## src/rtl/linalg_pkg.sv

```systemverilog
// Shared linear-algebra definitions: matrix order, index widths and the
// row/column to flat-index helper used by the streaming blocks.
package linalg_pkg;

  localparam int MAT_N  = 5;
  localparam int IDX_W  = 3;
  localparam int FLAT_W = 5;

  typedef logic [IDX_W-1:0]  idx_t;
  typedef logic [FLAT_W-1:0] flat_t;

  typedef enum logic {IDLE, STREAM} state_t;

  function automatic flat_t rc_to_flat(idx_t row, idx_t col);
    return flat_t'(int'(row) * MAT_N + int'(col));
  endfunction

endpackage

```

## src/rtl/inv_matrix_streamer_if.sv

```systemverilog
// Valid/ready beat interface carrying one matrix element plus its row/col
// position and an end-of-matrix flag.
interface inv_matrix_streamer_if #(
  parameter int DATA_W = 32
);
  import linalg_pkg::*;

  logic [DATA_W-1:0] out_data;
  idx_t              out_row;
  idx_t              out_col;
  logic              out_last;
  logic              out_valid;
  logic              out_ready;

  modport master (
    output out_data, out_row, out_col, out_last, out_valid,
    input  out_ready
  );

  modport slave (
    input  out_data, out_row, out_col, out_last, out_valid,
    output out_ready
  );

endinterface

```

## src/rtl/mat_index_counter.sv

```systemverilog
// Row/column walker over an N x N matrix in row- or column-major order.
// The nxt_* outputs expose the upcoming position so the data mux can be registered.
module mat_index_counter
  import linalg_pkg::*;
#(
  parameter int N     = MAT_N,
  parameter int ORDER = 0
) (
  input  logic clk,
  input  logic rst_n,
  input  logic clr,
  input  logic adv,
  output idx_t row,
  output idx_t col,
  output logic last,
  output idx_t nxt_row,
  output idx_t nxt_col
);

  localparam idx_t TOP = idx_t'(N - 1);

  // Advancing past the final element wraps to the origin so the counter idles clean.
  always_comb begin
    nxt_row = row;
    nxt_col = col;
    if (ORDER == 0) begin
      if (col == TOP) begin
        nxt_col = '0;
        nxt_row = (row == TOP) ? '0 : row + idx_t'(1);
      end else begin
        nxt_col = col + idx_t'(1);
      end
    end else begin
      if (row == TOP) begin
        nxt_row = '0;
        nxt_col = (col == TOP) ? '0 : col + idx_t'(1);
      end else begin
        nxt_row = row + idx_t'(1);
      end
    end
  end

  always_ff @(posedge clk) begin
    if (!rst_n || clr) begin
      row  <= '0;
      col  <= '0;
      last <= 1'b0;
    end else if (adv) begin
      row  <= nxt_row;
      col  <= nxt_col;
      last <= (nxt_row == TOP) && (nxt_col == TOP);
    end
  end

endmodule

```

## src/rtl/inv_matrix_streamer.sv

```systemverilog
// Snapshots the 5x5 inverse from rrefs on start and streams it one element per
// valid/ready beat, tagged with row/col and a last flag.
module inv_matrix_streamer
  import linalg_pkg::*;
#(
  parameter int DATA_W = 32,
  parameter int ORDER  = 0
) (
  input  logic              clk,
  input  logic              rst_n,
  input  logic              start,
  input  logic [DATA_W-1:0] inv11, inv12, inv13, inv14, inv15,
  input  logic [DATA_W-1:0] inv21, inv22, inv23, inv24, inv25,
  input  logic [DATA_W-1:0] inv31, inv32, inv33, inv34, inv35,
  input  logic [DATA_W-1:0] inv41, inv42, inv43, inv44, inv45,
  input  logic [DATA_W-1:0] inv51, inv52, inv53, inv54, inv55,
  inv_matrix_streamer_if.master strm,
  output logic              busy,
  output logic              done
);

  localparam int CELLS = MAT_N * MAT_N;

  state_t            state;
  logic [DATA_W-1:0] snap    [CELLS];
  logic [DATA_W-1:0] inv_arr [CELLS];
  logic [DATA_W-1:0] data_q;
  logic              valid_q;
  idx_t              row, col, nxt_row, nxt_col;
  logic              last;
  logic              accept, xfer;

  assign inv_arr = '{inv11, inv12, inv13, inv14, inv15,
                     inv21, inv22, inv23, inv24, inv25,
                     inv31, inv32, inv33, inv34, inv35,
                     inv41, inv42, inv43, inv44, inv45,
                     inv51, inv52, inv53, inv54, inv55};

  assign accept = (state == IDLE) && start;
  assign xfer   = (state == STREAM) && valid_q && strm.out_ready;

  mat_index_counter #(
    .N     (MAT_N),
    .ORDER (ORDER)
  ) u_idx (
    .clk     (clk),
    .rst_n   (rst_n),
    .clr     (accept),
    .adv     (xfer),
    .row     (row),
    .col     (col),
    .last    (last),
    .nxt_row (nxt_row),
    .nxt_col (nxt_col)
  );

  assign strm.out_data  = data_q;
  assign strm.out_row   = row;
  assign strm.out_col   = col;
  assign strm.out_last  = last;
  assign strm.out_valid = valid_q;

  // Element 11 is taken straight from the port on the capture edge; later
  // beats are fetched from the snapshot at the counter's upcoming position.
  always_ff @(posedge clk) begin
    if (!rst_n) begin
      state   <= IDLE;
      valid_q <= 1'b0;
      busy    <= 1'b0;
      done    <= 1'b0;
      data_q  <= '0;
      for (int i = 0; i < CELLS; i++) snap[i] <= '0;
    end else begin
      done <= 1'b0;
      case (state)
        IDLE: begin
          if (start) begin
            state   <= STREAM;
            valid_q <= 1'b1;
            busy    <= 1'b1;
            data_q  <= inv11;
            for (int i = 0; i < CELLS; i++) snap[i] <= inv_arr[i];
          end
        end
        STREAM: begin
          if (xfer) begin
            if (last) begin
              state   <= IDLE;
              valid_q <= 1'b0;
              busy    <= 1'b0;
              done    <= 1'b1;
            end else begin
              data_q <= snap[rc_to_flat(nxt_row, nxt_col)];
            end
          end
        end
        default: state <= IDLE;
      endcase
    end
  end

endmodule
```

## src/flat_wrapper.sv

```systemverilog
// flat-port wrapper written by rule: the top's interface ports become plain ports
module inv_matrix_streamer_flat import linalg_pkg::*;
#(
  parameter int DATA_W = 32,
  parameter int ORDER  = 0
)
  (clk, rst_n, start, inv11, inv12, inv13, inv14, inv15, inv21, inv22, inv23, inv24, inv25, inv31, inv32, inv33, inv34, inv35, inv41, inv42, inv43, inv44, inv45, inv51, inv52, inv53, inv54, inv55, busy, done, strm_out_data, strm_out_row, strm_out_col, strm_out_last, strm_out_valid, strm_out_ready);
  inv_matrix_streamer_if #(.DATA_W(DATA_W)) strm_i ();
  input  logic clk;
  input  logic rst_n;
  input  logic start;
  input  logic [DATA_W-1:0] inv11;
  input  logic [DATA_W-1:0] inv12;
  input  logic [DATA_W-1:0] inv13;
  input  logic [DATA_W-1:0] inv14;
  input  logic [DATA_W-1:0] inv15;
  input  logic [DATA_W-1:0] inv21;
  input  logic [DATA_W-1:0] inv22;
  input  logic [DATA_W-1:0] inv23;
  input  logic [DATA_W-1:0] inv24;
  input  logic [DATA_W-1:0] inv25;
  input  logic [DATA_W-1:0] inv31;
  input  logic [DATA_W-1:0] inv32;
  input  logic [DATA_W-1:0] inv33;
  input  logic [DATA_W-1:0] inv34;
  input  logic [DATA_W-1:0] inv35;
  input  logic [DATA_W-1:0] inv41;
  input  logic [DATA_W-1:0] inv42;
  input  logic [DATA_W-1:0] inv43;
  input  logic [DATA_W-1:0] inv44;
  input  logic [DATA_W-1:0] inv45;
  input  logic [DATA_W-1:0] inv51;
  input  logic [DATA_W-1:0] inv52;
  input  logic [DATA_W-1:0] inv53;
  input  logic [DATA_W-1:0] inv54;
  input  logic [DATA_W-1:0] inv55;
  output logic busy;
  output logic done;
  output wire logic [$bits(strm_i.out_data)-1:0] strm_out_data;
  output wire logic [$bits(strm_i.out_row)-1:0] strm_out_row;
  output wire logic [$bits(strm_i.out_col)-1:0] strm_out_col;
  output wire logic [$bits(strm_i.out_last)-1:0] strm_out_last;
  output wire logic [$bits(strm_i.out_valid)-1:0] strm_out_valid;
  input wire logic [$bits(strm_i.out_ready)-1:0] strm_out_ready;
  assign strm_out_data = strm_i.out_data;
  assign strm_out_row = strm_i.out_row;
  assign strm_out_col = strm_i.out_col;
  assign strm_out_last = strm_i.out_last;
  assign strm_out_valid = strm_i.out_valid;
  assign strm_i.out_ready = strm_out_ready;
  inv_matrix_streamer #(.DATA_W(DATA_W), .ORDER(ORDER)) u_core (.clk(clk), .rst_n(rst_n), .start(start), .inv11(inv11), .inv12(inv12), .inv13(inv13), .inv14(inv14), .inv15(inv15), .inv21(inv21), .inv22(inv22), .inv23(inv23), .inv24(inv24), .inv25(inv25), .inv31(inv31), .inv32(inv32), .inv33(inv33), .inv34(inv34), .inv35(inv35), .inv41(inv41), .inv42(inv42), .inv43(inv43), .inv44(inv44), .inv45(inv45), .inv51(inv51), .inv52(inv52), .inv53(inv53), .inv54(inv54), .inv55(inv55), .strm(strm_i), .busy(busy), .done(done));
endmodule
```

## config.mk

```make
export PLATFORM = sky130hd
export DESIGN_NAME = inv_matrix_streamer_flat
export DESIGN_NICKNAME = d
export VERILOG_FILES = /design/src/rtl/linalg_pkg.sv /design/src/rtl/inv_matrix_streamer_if.sv /design/src/rtl/mat_index_counter.sv /design/src/rtl/inv_matrix_streamer.sv /design/src/flat_wrapper.sv
export SDC_FILE = /design/constraint.sdc
export NUM_CORES = 1
export LEC_CHECK = 0
export BUFFER_PORTS_ARGS = -buffer_cell sky130_fd_sc_hd__clkbuf_2
export CORE_AREA = 2 2 334 336
export CTS_BUF_LIST = sky130_fd_sc_hd__clkbuf_16
export CTS_CLUSTER_DIAMETER = 100
export CTS_CLUSTER_SIZE = 8
export DETAILED_ROUTE_END_ITERATION = 8
export DIE_AREA = 0 0 336 338
export GPL_ROUTABILITY_DRIVEN = 0
export PLACE_DENSITY_LB_ADDON = 0.05
export REMOVE_ABC_BUFFERS = 1
export SLEW_MARGIN = 10
export SYNTH_ARGS = -nofsm -noshare
export SYNTH_HDL_FRONTEND = slang
export SYNTH_SLANG_ARGS = --single-unit
```

## constraint.sdc

```tcl
create_clock -name clk -period 22.4 [get_ports clk]
set_clock_uncertainty 0.15 [all_clocks]
set_input_delay 3.36 -clock clk [delete_from_list [all_inputs] [get_ports clk]]
set_output_delay 3.36 -clock clk [all_outputs]
set_load 0.005 [all_outputs]
```

==> qor.yml, run 1 <==
post_cts_buffers: 0
reg2reg_to: "u_core.strm.out_data[27]$_SDFFE_PN0P_"
mostFrequentLayoutCell: "clkbuf_2"
setup_ws_ns: 14.93
clockBufferDepth: 3
track_usage_pct: 23.5
maxCapViolations: 0
tightest_slew_ns: 1.19
area_delta_synth_final_pct: 23.1
hold_path.class: "reg -> reg"
gr-total-overflow: 0
async_reset_ff_share_pct: 0
yosysWarnings: 0
p_int_w: 0.00294
rows: 122
rrSetupSlack_ns: 15.92
drc: 0
dp_hpwl_um: 91700
synthFlopType: "edfxtp_1"
drive_above_1_share_pct: 30.9
synth-seq-cells: 842
max_freq_mhz: 134
synth_edf_count: 800
fin_crit_sh_pct: 33.3
initial_core_util_pct: 34.8
yosysSeqAreaShare_pct: 64.9
switchingPower_w: 0.000944
numCtsBuffers: 115
die_w_um: 336
path_clk_slew_ns: 0.05
relSlewSlack_pct: 20.5
hold_depth: 2
reg2reg_depth: 14
pwr-share-clk_pct: 41.4
cellPowerDensity_nw_per_um2: 82.3
min_period_ns: 7.47
use_met1_pct: 28.6
mostFrequentLayoutCells: "clkbuf_2, edfxtp_1, and3_1"
antenna_found_initial: 62
synth_cells: 2877
root_buffer: "clkbuf_16"
post_cts_resized: 0
fp.dieH_um: 338
portBuffers: 845
grt_use_met3_pct: 5.78
use_met2_pct: 39.4
htreeDepth: 3
critical_path_class: "in -> reg"
status: "complete, no violations"
syn_avg_cell_area_um2: 13.3
maxSlewViolCount: 0
startpoint_type: "input port"
synth_cell_type_count: 56
grt_pass1_vias: 28197
sw_frac_of_total_pct: 24.3
dr.pass1.iters: 7
cts_tree: "yes"
rsz0062_at_grt: "no"
seq_power_share_pct: 48.8
pwr-share-comb_pct: 9.8
grt_pass1_wl_um: 192000
coreArea_um2: 110000
busiest_layer: "met2"
syn-cell-area_um2: 38300
worstSkewPairLatency_ns: 0.70
fin_area_um2: 47100
avgRoutedWirePerCell_um: 26.4
postPlaceCellArea_um2: 43700
cp-end-kind: "flop"
peakVddDrop_mv: 0.0613
die_area_um2: 114000
cellLeakagePower_nw: 20.7
wl_um: 138000
min_from: "u_core.strm.out_data[31]$_SDFFE_PN0P_"
dr_total_vias: 27295
boundaryPins: 846
antenna_left: 0
drt-initial-drc-count: 1899
clock_sinks: 842
routed_via_density: 5.22
critical_path_arrival_ns: 7.87
pre_cts_slack_ns: 14.38
required_ns: 22.80
setup_viol: 0
grt_start_max_net_pins: 192
rr_startpoint: "u_core.u_idx.row[0]$_SDFFE_PP0P_"
hold_viol: 0
crit_fanout: 120
cts_hold_buf: 0
min_to: "u_core.strm.out_data[31]$_SDFFE_PN0P_"
fin_nets: 4424
-- state kept, by name (all words and copies together) (netlist names) --
signal / count
u_core.snap: 800
u_core.busy: 1
u_core.done: 1
u_core.u_idx.last: 1
u_core.u_idx.row: 3
u_core.state: 1
u_core.strm.out_data: 32
u_core.u_idx.col: 3
-- cell usage after synthesis (2+ instances only) --
| library cell | instances | area, um2 |
|---|---|---|
| buf_2 | 43 | 215 |
| mux2_2 | 17 | 191 |
| a31oi_1 | 5 | 31.3 |
| nand2_2 | 2 | 12.5 |
| o221a_2 | 5 | 56.3 |
| buf_4 | 13 | 97.6 |
| ha_1 | 11 | 138 |
| edfxtp_1 | 800 | 24000 |
| nand2_1 | 234 | 878 |
| o221ai_1 | 31 | 272 |
| dfxtp_1 | 42 | 841 |
| o21a_1 | 19 | 143 |
| a21oi_1 | 105 | 526 |
| a221oi_2 | 5 | 75.1 |
| buf_6 | 3 | 33.8 |
| xnor2_1 | 2 | 17.5 |
| and4b_1 | 2 | 20.0 |
| nand3b_1 | 15 | 113 |
| a222oi_1 | 16 | 160 |
| a32oi_1 | 4 | 35.0 |
| o31ai_1 | 15 | 113 |
| clkbuf_1 | 212 | 796 |
| a311oi_1 | 4 | 35.0 |
| mux4_2 | 74 | 1670 |
| o32ai_1 | 8 | 70.1 |
| or3_1 | 9 | 56.3 |
| nor4_1 | 38 | 238 |
| buf_1 | 5 | 18.8 |
| o21ai_0 | 21 | 105 |
| a211oi_1 | 16 | 120 |
| mux2i_1 | 105 | 1050 |
| nand3_1 | 7 | 35.0 |
| o2111ai_1 | 16 | 140 |
| nor3b_1 | 8 | 60.1 |
| o22ai_1 | 53 | 332 |
| nor2_1 | 79 | 297 |
| inv_1 | 6 | 22.5 |
| nor2b_1 | 2 | 12.5 |
| o21ai_1 | 6 | 30.0 |
| nand2b_1 | 3 | 18.8 |
| and3_1 | 578 | 3620 |
| and2_1 | 224 | 1400 |
-- cell families after synthesis --
family,Yosys count,synth area share (%)
AND/OR/NAND/NOR,1205,17.7
flip-flops,842,64.9
AO/OA/AOI/OAI,332,5.94
buffers and inverters,283,3.10
multiplexers,198,7.69
adder cells (fa/ha/maj),12,0.412
XOR/XNOR,5,0.193
-- routing by layer --
layer | share of wire, % | up-vias | wire length [um]
met5 | 0.16 | - | 216
met4 | 3.6 | 34 | 4900
met3 | 7.0 | 235 | 9660
met2 | 50 | 1008 | 69000
met1 | 39 | 13526 | 54100
li1 | - | 12492 | -
-- cell type report --
type / instances / area, um2
Timing Repair Buffer: 890 / 4600
Inverter: 7 / 26.3
Clock buffer: 116 / 2900
Antenna cell: 42 / 105
Clock inverter: 87 / 417
Tap cell: 1488 / 1860
Multi-Input combinational cell: 1752 / 12300
Sequential cell: 842 / 24900
Fill cell: 10418 / 62900
-- per-stage QoR --
stage	utilization (%)	std cells	total power [W]	hold WS (ns)	setup TNS, ns
6_report	42.8	5224	0.00388	0.320	0
5_1_grt	42.8	5222	0.00402	0.341	0
4_1_cts	42.7	5182	0.00392	0.322	0
3_5_place_dp	39.7	4979	0.00231	0.313	0
3_3_place_gp	39.7	4979	0.00230	0.310	0
2_1_floorplan	-	2601	0.00219	0.317	-5.20
-- power groups by stage --
| stage | sequential, W | combinational [W] | clock, W |
|---|---|---|---|
| 2_1_floorplan | 0.00199 | 0.000196 | 0 |
| 6_report | 0.00189 | 0.000379 | 0.00161 |
| 3_5_place_dp | 0.00192 | 0.000383 | 0 |
| 3_3_place_gp | 0.00192 | 0.000379 | 0 |
| 4_1_cts | 0.00189 | 0.000385 | 0.00165 |
| 5_1_grt | 0.00190 | 0.000414 | 0.00171 |
-- worst max path at each step --
stage	from	to	slack, ns	cells after the start
4_1_cts	start	u_core.snap[9][25]$_SDFFCE_PN0P_	15.13	7
3_3_place_gp	start	u_core.snap[13][25]$_SDFFCE_PN0P_	14.55	7
3_5_place_dp	start	u_core.snap[10][2]$_SDFFCE_PN0P_	14.38	7
5_1_grt	start	u_core.snap[12][14]$_SDFFCE_PN0P_	14.81	7
2_1_floorplan	start	u_core.snap[0][0]$_SDFFCE_PN0P_	-0.007	2
6_report	start	u_core.snap[9][25]$_SDFFCE_PN0P_	14.93	7
-- critical path: stages --
cell      delay [ns]
clkbuf_2        0.09
buf_4           0.34
nor2b_4         0.77
buf_4           0.84
buf_4           0.98
buf_4           0.93
and3_1          0.28
Power figures use the tool's default switching activity.
==> run 2: changes to the inputs <==
clock period = 6.57 ns   (was 22.4 ns; I/O delays follow)
==> qor.yml, run 2 (synthesized netlist as in run 1, its figures left out) <==
rows: 122  # unchanged
setup_viol: 0  # unchanged
largest_reg_flops: 800  # unchanged
track_usage_pct: 23.6  # was 23.5%
area_delta_synth_final_pct: 23.5  # was 23.1%
dr_total_vias: 27520  # was 27,295
startpoint_type: "flop"  # was input port
critical_path_arrival_ns: 5.65  # was 7.87 ns
antenna_found_initial: 66  # was 62
boundaryPins: 846  # unchanged
coreArea_um2: 110000  # unchanged
drt-initial-drc-count: 2258  # was 1,899
mostFrequentLayoutCells: "clkbuf_2, edfxtp_1, and3_1"  # unchanged
clock_sinks: 842  # unchanged
die_w_um: 336  # unchanged
hold_depth: 2  # unchanged
drc: 0  # unchanged
antenna_left: 0  # unchanged
drive_above_1_share_pct: 30.7  # was 30.9%
tightest_slew_ns: 1.24  # was 1.19 ns
gr-total-overflow: 0  # unchanged
sw_frac_of_total_pct: 24.2  # was 24.3%
cts_tree: "yes"  # unchanged
max_freq_mhz: 190
die_area_um2: 114000  # unchanged
final.setup.tns_ns: 0  # unchanged
hold_viol: 0  # unchanged
cp-end-kind: "flop"  # unchanged
maxCapViolations: 0  # unchanged
status: "complete, no violations"  # unchanged
fin_crit_sh_pct: 79.9
switchingPower_w: 0.00321  # was 0.000944 W
seq_power_share_pct: 48.6  # was 48.8%
fillers: 10419  # was 10,418
post_cts_buffers: 0  # unchanged
fin_hold_ws_ns: 0.334  # was 0.320 ns
dr.pass1.iters: 7  # unchanged
post_cts_resized: 0  # unchanged
min_period_ns: 5.25
routed_via_density: 5.26  # was 5.22
p_int_w: 0.0101  # was 0.00294 W
finalPower_w: 0.0133  # was 0.00388 W
avgRoutedWirePerCell_um: 26.5  # was 26.4 um
grt_start_max_net_pins: 271  # was 192
critical_path_class: "reg -> reg"  # was in -> reg
grt_pass1_wl_um: 193000  # was 192,000 um
cts_hold_buf: 0  # unchanged
cellPowerDensity_nw_per_um2: 281  # was 82.3 nW/um2
hold_path.class: "reg -> reg"  # unchanged
dp_hpwl_um: 93000  # was 91,700 um
fp.dieH_um: 338  # unchanged
path_clk_slew_ns: 0.06  # was 0.05 ns
wl_um: 138000  # about the same
initial_core_util_pct: 34.8  # unchanged
pwr-share-clk_pct: 41.5  # was 41.4%
numCtsBuffers: 115  # unchanged
clockBufferDepth: 3  # unchanged
maxSlewViolCount: 0  # unchanged
required_ns: 6.97  # was 22.80 ns
mostFrequentLayoutCell: "clkbuf_2"  # unchanged
htreeDepth: 3  # unchanged
final_util_pct: 43.0  # was 42.8%
peakVddDrop_mv: 0.234  # was 0.0613 mV
relSlewSlack_pct: 17.5  # was 20.5%
multi_input_area_um2: 12300  # about the same
seq_area_um2: 24900  # unchanged
largest_register: "u_core.snap"  # unchanged
postPlaceCellArea_um2: 43800  # was 43,700 um2
fin_area_um2: 47300  # was 47,100 um2
crit_fanout: 28  # was 120
root_buffer: "clkbuf_16"  # unchanged
worstSkewPairLatency_ns: 0.68  # was 0.70 ns
fin_nets: 4421  # was 4,424
pwr-share-comb_pct: 9.9  # was 9.8%
reg2reg_depth: 13  # was 14
rsz0062_at_grt: "no"  # unchanged
portBuffers: 845  # unchanged
cellLeakagePower_nw: 20.8  # was 20.7 nW
grt_pass1_vias: 28495  # was 28,197
-- run 2: cell count changes in the layout (fill, tap and decap cells not counted), sizes merged --
| cell | change |
|---|---|
| buf | -3 |
| clkbuf | +2 |
| clkinv | -1 |
| clkinvlp | -1 |
| diode | -2 |
| inv | +11 |
-- run 2: through the flow --
stage / setup slack, ns / instances
2_1_floorplan: -13.46 / 2601
3_3_place_gp: 1.20 / 4976
3_5_place_dp: 1.07 / 4976
4_1_cts: 1.06 / 5190
5_1_grt: 0.881 / 5222
6_report: 1.32 / 5230
-- run 2: worst paths after layout --
kind / startpoint / end / slack (ns)
worst max-delay path: u_core.u_idx.row[0]$_SDFFE_PP0P_ / u_core.strm.out_data[2]$_SDFFE_PN0P_ / 1.32
worst min register to register: u_core.strm.out_data[6]$_SDFFE_PN0P_ / u_core.strm.out_data[6]$_SDFFE_PN0P_ / 0.33
worst min-delay path: u_core.strm.out_data[6]$_SDFFE_PN0P_ / u_core.strm.out_data[6]$_SDFFE_PN0P_ / 0.33
worst max register to register: u_core.u_idx.row[0]$_SDFFE_PP0P_ / u_core.strm.out_data[2]$_SDFFE_PN0P_ / 1.32
-- run 2: layer usage --
layer	GRT usage [%]	wire length, um
met4	11.7	5570
met5	0	317
met3	5.64	9920
met2	39.1	68100
met1	28.9	54500
-- run 2: critical path, cell delays in order (launching register included) --
cell      delay [ns]
dfxtp_1         0.45
inv_1           0.10
ha_1            0.23
a21oi_1         0.38
nand3_1         0.13
nand2_1         0.13
ha_1            0.24
ha_1            0.32
fa_4            1.14
nand2b_4        0.63
buf_4           0.42
a21oi_1         0.07
nor4_1          0.56
o31ai_1         0.15
-- run 2: area by class of cell --
cell class / count / share of cell area [%]
clock inverters: 96 / 0.855
diodes: 40 / 0.212
clock buffers: 118 / 6.25
well taps: 1488 / 3.94
multi-input cells: 1752 / 26.1
repair buffers: 887 / 9.98
inverters: 7 / 0.0556
flip-flops and latches: 842 / 52.6
-- run 2: power by group through the flow --
stage               registers [W]  logic (W)  clock network, W
finish                    0.00645    0.00131           0.00550
detailed placement        0.00656    0.00133                 0
global placement          0.00655    0.00132                 0
CTS                       0.00645    0.00134           0.00564
floorplan                 0.00679   0.000667                 0
global route              0.00648    0.00143           0.00584
